$ cat src/rtl/cell_memory_pkg.sv
// Shared storage constants and bus types used by the datapath and memory blocks.
// No logic here, so it adds no latency and has no backpressure.
package cell_memory_pkg;

  localparam int ADDR_WIDTH = 8;
  localparam int DATA_WIDTH = 8;

  typedef logic [ADDR_WIDTH-1:0] addr_t;
  typedef logic [DATA_WIDTH-1:0] data_t;

endpackage

$ cat src/rtl/cell_memory_if.sv
// Read/write port bundle for the cell memory; the master drives addresses and write data.
// The read is combinational with zero latency; the bundle has no handshake and no backpressure.
interface cell_memory_if;
  import cell_memory_pkg::*;

  addr_t read_address;
  data_t read_data;
  addr_t write_address;
  data_t write_data;
  logic  write_enable;

  modport master (
    output read_address,
    output write_address,
    output write_data,
    output write_enable,
    input  read_data
  );

  modport slave (
    input  read_address,
    input  write_address,
    input  write_data,
    input  write_enable,
    output read_data
  );

endinterface

$ cat src/rtl/cell_memory_cell.sv
// One storage cell: a DATA_WIDTH register with synchronous clear and a load enable.
// Updates one edge after enable; it always accepts a load, so there is no backpressure.
module memory_cell
  import cell_memory_pkg::*;
(
  input  logic  clock,
  input  logic  reset,
  input  logic  enable,
  input  data_t d,
  output data_t q
);

  // Clear wins over a load issued on the same edge.
  always_ff @(posedge clock) begin
    if (reset) begin
      q <= '0;
    end else if (enable) begin
      q <= d;
    end
  end

endmodule

$ cat src/rtl/cell_memory.sv
// CELL_COUNT-entry byte register file with one synchronous write port and one combinational read port.
// Writes land on the next edge, reads have zero latency; there is no backpressure.
module cell_memory
  import cell_memory_pkg::*;
#(
  parameter int CELL_COUNT = 4
) (
  input  logic           clock,
  input  logic           reset,
  cell_memory_if.slave   bus
);

  data_t cell_q [CELL_COUNT];
  logic  cell_we [CELL_COUNT];

  // Only in-range addresses can ever match, so out-of-range writes touch no cell.
  for (genvar i = 0; i < CELL_COUNT; i++) begin : g_cell
    assign cell_we[i] = bus.write_enable && (bus.write_address == addr_t'(i));

    memory_cell u_cell (
      .clock  (clock),
      .reset  (reset),
      .enable (cell_we[i]),
      .d      (bus.write_data),
      .q      (cell_q[i])
    );
  end

  // No write-to-read bypass: the mux only ever sees registered contents.
  always_comb begin
    bus.read_data = '0;
    for (int i = 0; i < CELL_COUNT; i++) begin
      if (bus.read_address == addr_t'(i)) begin
        bus.read_data = cell_q[i];
      end
    end
  end

endmodule

$ cat src/flat_wrapper.sv
// flat-port wrapper written by rule: the top's interface ports become plain ports
module cell_memory_flat import cell_memory_pkg::*;
#(
  parameter int CELL_COUNT = 4
)
  (clock, reset, bus_read_address, bus_write_address, bus_write_data, bus_write_enable, bus_read_data);
  cell_memory_if bus_i ();
  input  logic clock;
  input  logic reset;
  input wire logic [$bits(bus_i.read_address)-1:0] bus_read_address;
  input wire logic [$bits(bus_i.write_address)-1:0] bus_write_address;
  input wire logic [$bits(bus_i.write_data)-1:0] bus_write_data;
  input wire logic [$bits(bus_i.write_enable)-1:0] bus_write_enable;
  output wire logic [$bits(bus_i.read_data)-1:0] bus_read_data;
  assign bus_i.read_address = bus_read_address;
  assign bus_i.write_address = bus_write_address;
  assign bus_i.write_data = bus_write_data;
  assign bus_i.write_enable = bus_write_enable;
  assign bus_read_data = bus_i.read_data;
  cell_memory #(.CELL_COUNT(CELL_COUNT)) u_core (.clock(clock), .reset(reset), .bus(bus_i));
endmodule
$ cat config.mk
export PLATFORM = sky130hd
export DESIGN_NAME = cell_memory_flat
export DESIGN_NICKNAME = d
export VERILOG_FILES = /design/src/rtl/cell_memory_pkg.sv /design/src/rtl/cell_memory_if.sv /design/src/rtl/cell_memory_cell.sv /design/src/rtl/cell_memory.sv /design/src/flat_wrapper.sv
export SDC_FILE = /design/constraint.sdc
export NUM_CORES = 1
export LEC_CHECK = 0
export CORE_MARGIN = 4
export CORE_UTILIZATION = 53
export DETAILED_ROUTE_END_ITERATION = 8
export PLACE_DENSITY = 0.94
export SLEW_MARGIN = 20
export SYNTH_ARGS = -nofsm -noshare
export SYNTH_HDL_FRONTEND = slang
export SYNTH_SLANG_ARGS = --single-unit
$ cat constraint.sdc
create_clock -name clock -period 2.8 [get_ports clock]
set_clock_uncertainty 0.2 [all_clocks]
set_input_delay 0.56 -clock clock [delete_from_list [all_inputs] [get_ports clock]]
set_output_delay 0.56 -clock clock [all_outputs]
set_load 0.02 [all_outputs]
# --- Word-level counts from Yosys, hierarchy flattened ---
# Cells that the tools add are included.
totals:
  input_bits: 27
  reg_bits: 32
  out_inout_bits: 8
classes:
  n_reduce_logical: 6
  muxes: 4
  eq_ne: 6
ops:
  columns: ["operator", "count"]
  rows:
  - ["$eq 8x2->1 const B", 4]
  - ["$mux 8", 4]
  - ["$eq 8x1->1 const B", 2]
  - ["$logic_not 8->1", 2]
  - ["$logic_and 1x1->1", 4]

# --- Longest topological paths before layout ---
depth:
  depth_word: 5
  mapped_depth: 4

# --- Modules after synthesis ---
# A second synthesis with hierarchy kept.
hier_totals:
  hier_cells: 132
  area_unflattened_um2: 1448.9
modules_own_cells:
  columns: ["mod", "instances", "area_per_inst_um2", "cells_each", "seq_area_each_um2"]
  rows:
  - ["memory_cell", 4, 285.3, 26, 160.2]
  - ["cell_memory", 1, 307.8, 28, 0.0]

# --- Worst setup path before layout ---
# Ideal clock, no wire load.
synth_path:
  kind: "input to output"
  from: "input port bus_read_address[0]"
  to: "output port bus_read_data[0]"
  cell_stages: 3
  arrival_time_ns: 1.542
  required_ns: 2.040
  path_slack_ns: 0.498
  n_path_buf: 1
  path_cell_list: "buf_2 > mux4_2 > and3_1"
synth_between:
  elab_chain_cells: 5
synth_lines:
  columns: ["item", "line", "text"]
  rows:
  - ["start: declaration", "flat_wrapper.sv:10", "input wire logic [$bits(bus_i.read_address)-1:0] bus_read_address;"]
  - ["$logic_not 8->1", "cell_memory.sv:33", "if (bus.read_address == addr_t'(i)) begin"]
  - ["$mux 8 (3 in series)", "cell_memory.sv:33", null]
  - ["$mux 8 *", "cell_memory.sv:33", null]
  - ["end: declaration", "flat_wrapper.sv:14", "output wire logic [$bits(bus_i.read_data)-1:0] bus_read_data;"]
# Every way passes the cells marked *; elsewhere a longest branch is shown, timed or not.

# --- Worst setup path in the final report ---
layout_path:
  from: "input port bus_read_address[5]"
  to: "output port bus_read_data[7]"
# The elaborated chain is that of the path after synthesis.

==> results.md <==
* Layout Nets at 205
* Fillers at 206
* Pwr Density at 404 nW/um2
* Post-synth top area share at 40.7%
* HPWL Detailed at 2530 um
* Slew Limit Fails at 0
* Top flop regs: u_core.g_cell.u_cell.q: 32 flops
* Sequential-to-total area share from yosys stat at 40.7%
* Hold Buf Count CTS at 0
* Port bufs at 34
* Buffers & Inverters on Critical Path at 3
* Tot GR Track Use at 19.3%
* Final worst path period share at 95.5%
* Pin count of the biggest net entering global routing at 21
* Clock Pin Slew Worst Setup and Hold Paths at 90 ps
* Crit-path leading delay family: buffers and inverters
* Antenna diode instance count at 0
* CTS tree: yes
* Core area at 2810 um2
* Share of post-route cells with drive strength above 1 at 20.7%
* Minimum clock period after layout at 2670 ps
* Design area at 2040 um2
* Setup violations, final at 0
* Initial DRC count at 48
* Drt pass-1 iters at 4
* Syn nets at 164
* Post-Route Utilization at 72.6%
* Initial antenna violation count at 0
* Outcome: complete, no violations
* Top post-synthesis cells by area: dfxtp_1 (41%), mux2i_1 (20%), nand2b_1 (16%), mux4_2 (11%), and3_1 (3.2%)
* Total gr overflow at 0
* Max FFs per register at 32
* Largest family of logic cells by synthesized area: multiplexers
* Final ANT Viol Nets at 0
* Biggest register: u_core.g_cell.u_cell.q
* Simple-Gate Fraction of Synth Area at 24.6%
* Post-synthesis cell type count at 15
* Clock sinks at 32
* Commonest cells after routing, fill and taps aside: nand2b_1 (40), mux2i_1 (32), dfxtp_1 (32)
* YS warnings at 0
* Worst Setup Path Type: input pin to output port
* Mux share of post-synthesis cell area at 31.8%
* # rows at 19
* Die area at 3910 um2
* Routed wire length at 3540 um
* Peak VDD IR at 0.000406 V
* DRC viols at 0
* Clock buffer depth at 2
* Leakage at 0.930 nW
* Post-synthesis xor/xnor area fraction at 0%
* Drt wl/cell at 16.8 um
* Vias at 1173
* Startpoint Class: input pin
* WP data arrival at 1910 ps
* Yosys top cell by area: dfxtp_1
* Vias per cell at 5.59
* Worst path cell trace: clkdlybuf4s50_1, nor4_1, buf_4, and3_1, clkdlybuf4s15_2
* Crit-path max FO at 8
* FMAX at 374 MHz
* Max-Slew Margin vs Limit at 71.3%
* Final Hold Fails at 0
* Mean post-synth cell area at 11.5 um2
* Critical Path RT at 2040 ps
* Worst-Skew Late Latency at 320 ps
* DIE WIDTH at 62.5 um
* Synth Register Bits at 32
* Maxcap violations at 0
* First-pass GRT wire length at 6000 um
* Area Growth Syn to Fin at 29.3%
* Slowest stage cell, crit path: clkdlybuf4s50_1
* Area of placed instances at 1970 um2
* # IOs at 35
* Area share of fa/ha/maj cells after synthesis at 0%
* Starting Density at 56.1%
* Slew @ Worst Pin at 430 ps
* Die height at 62.5 um
* Most common cell after layout, fill and taps aside: nand2b_1
* Number of global-route vias before repair at 1266
* H-tree Lvls at 2
* Routability cong. at 0.737
* Min-Delay Path Class: register to register
* Slowest stage delay, CP at 390 ps
* WHS at 278 ps
* Unrepaired setup endpoints after global routing: false
* Mapped Cells at 137
* Worst Setup End Kind: output port
* CTS buffer count at 5
* Mapped Area at 1570 um2
* Compound-Gate Fraction of Synth Area at 0%
* CTS root buf: clkbuf_4
## kinds of logic (layout without fill, tap and decap cells)
kind of cell | count (synthesis) | count (layout)
and+or+nand+nor | 56 | 56
muxes | 40 | 40
DFF | 32 | 32
buffers and inverters | 9 | 51
## power breakdown
part	switching, mW	internal (mW)
logic	0.0324	0.0556
registers	0.000296	0.455
clock network	0.159	0.120
total	0.192	0.631
## metal layers
metal  global-route usage [%]  share of wire (%)  vias up
li1                         -                  -      563
met1                     23.4                 44      579
met5                        0                  0        -
met3                     4.14                5.4        2
met2                     34.5                 50       29
met4                     4.96               0.57        0
## cells in the mapped netlist
master and n:
and4bb_2 1, clkbuf_1 4, nand2b_1 40, buf_2 4, nor4_1 1, nor2_1 1, nand4_2 1, and3_1 8
dfxtp_1 32, mux4_2 8, nand4b_1 2, nor4_4 1, buf_6 1, mux2i_1 32, nor3b_2 1
## stage by stage
step           TNS, ps  cells  setup WS (ps)  total power, mW
2_1_floorplan        0    137            498            0.501
3_3_place_gp     -2820    202           -374            0.550
3_5_place_dp     -2970    202           -421            0.554
4_1_cts              0    210           7.19            0.825
5_1_grt              0    210           35.1            0.855
6_report             0    210            125            0.822
## timing repair
| item | 4_1_cts | 5_1_grt |
|---|---|---|
| gates cloned | 0 | 0 |
| buffers inserted | 0 | 0 |
| endpoints found under the hold margin | 0 | 0 |
| setup endpoints to repair | 8 | 5 |
| gates resized for setup | 30 | 1 |
## worst reg2reg max path, delay by kind of cell, from the launching register on
family        cells  cell delay (ps)
flops             1              360
simple gates      1               60
mux               1              140
## final timing paths
check	cells after the start	end	from	slack, ps
worst max-delay path	5	bus_read_data[7]	bus_read_address[5]	130
worst min-delay path	2	u_core.g_cell[0].u_cell.q[5]	u_core.g_cell[0].u_cell.q[5]	280
worst max register to register	2	u_core.g_cell[3].u_cell.q[4]	u_core.g_cell[3].u_cell.q[4]	1970
worst min register to register	2	u_core.g_cell[0].u_cell.q[5]	u_core.g_cell[0].u_cell.q[5]	280
## final cells by class
| cell class | instances | area [um2] | share of cell area (%) |
|---|---|---|---|
| Multi-Input combinational cell | 96 | 887 | 43.6 |
| Sequential cell | 32 | 641 | 31.5 |
| Timing Repair Buffer | 43 | 408 | 20.0 |
| Clock buffer | 6 | 51.3 | 2.52 |
| Tap cell | 31 | 38.8 | 1.91 |
| Clock inverter | 2 | 10.0 | 0.492 |
Power figures use the tool's default switching activity.
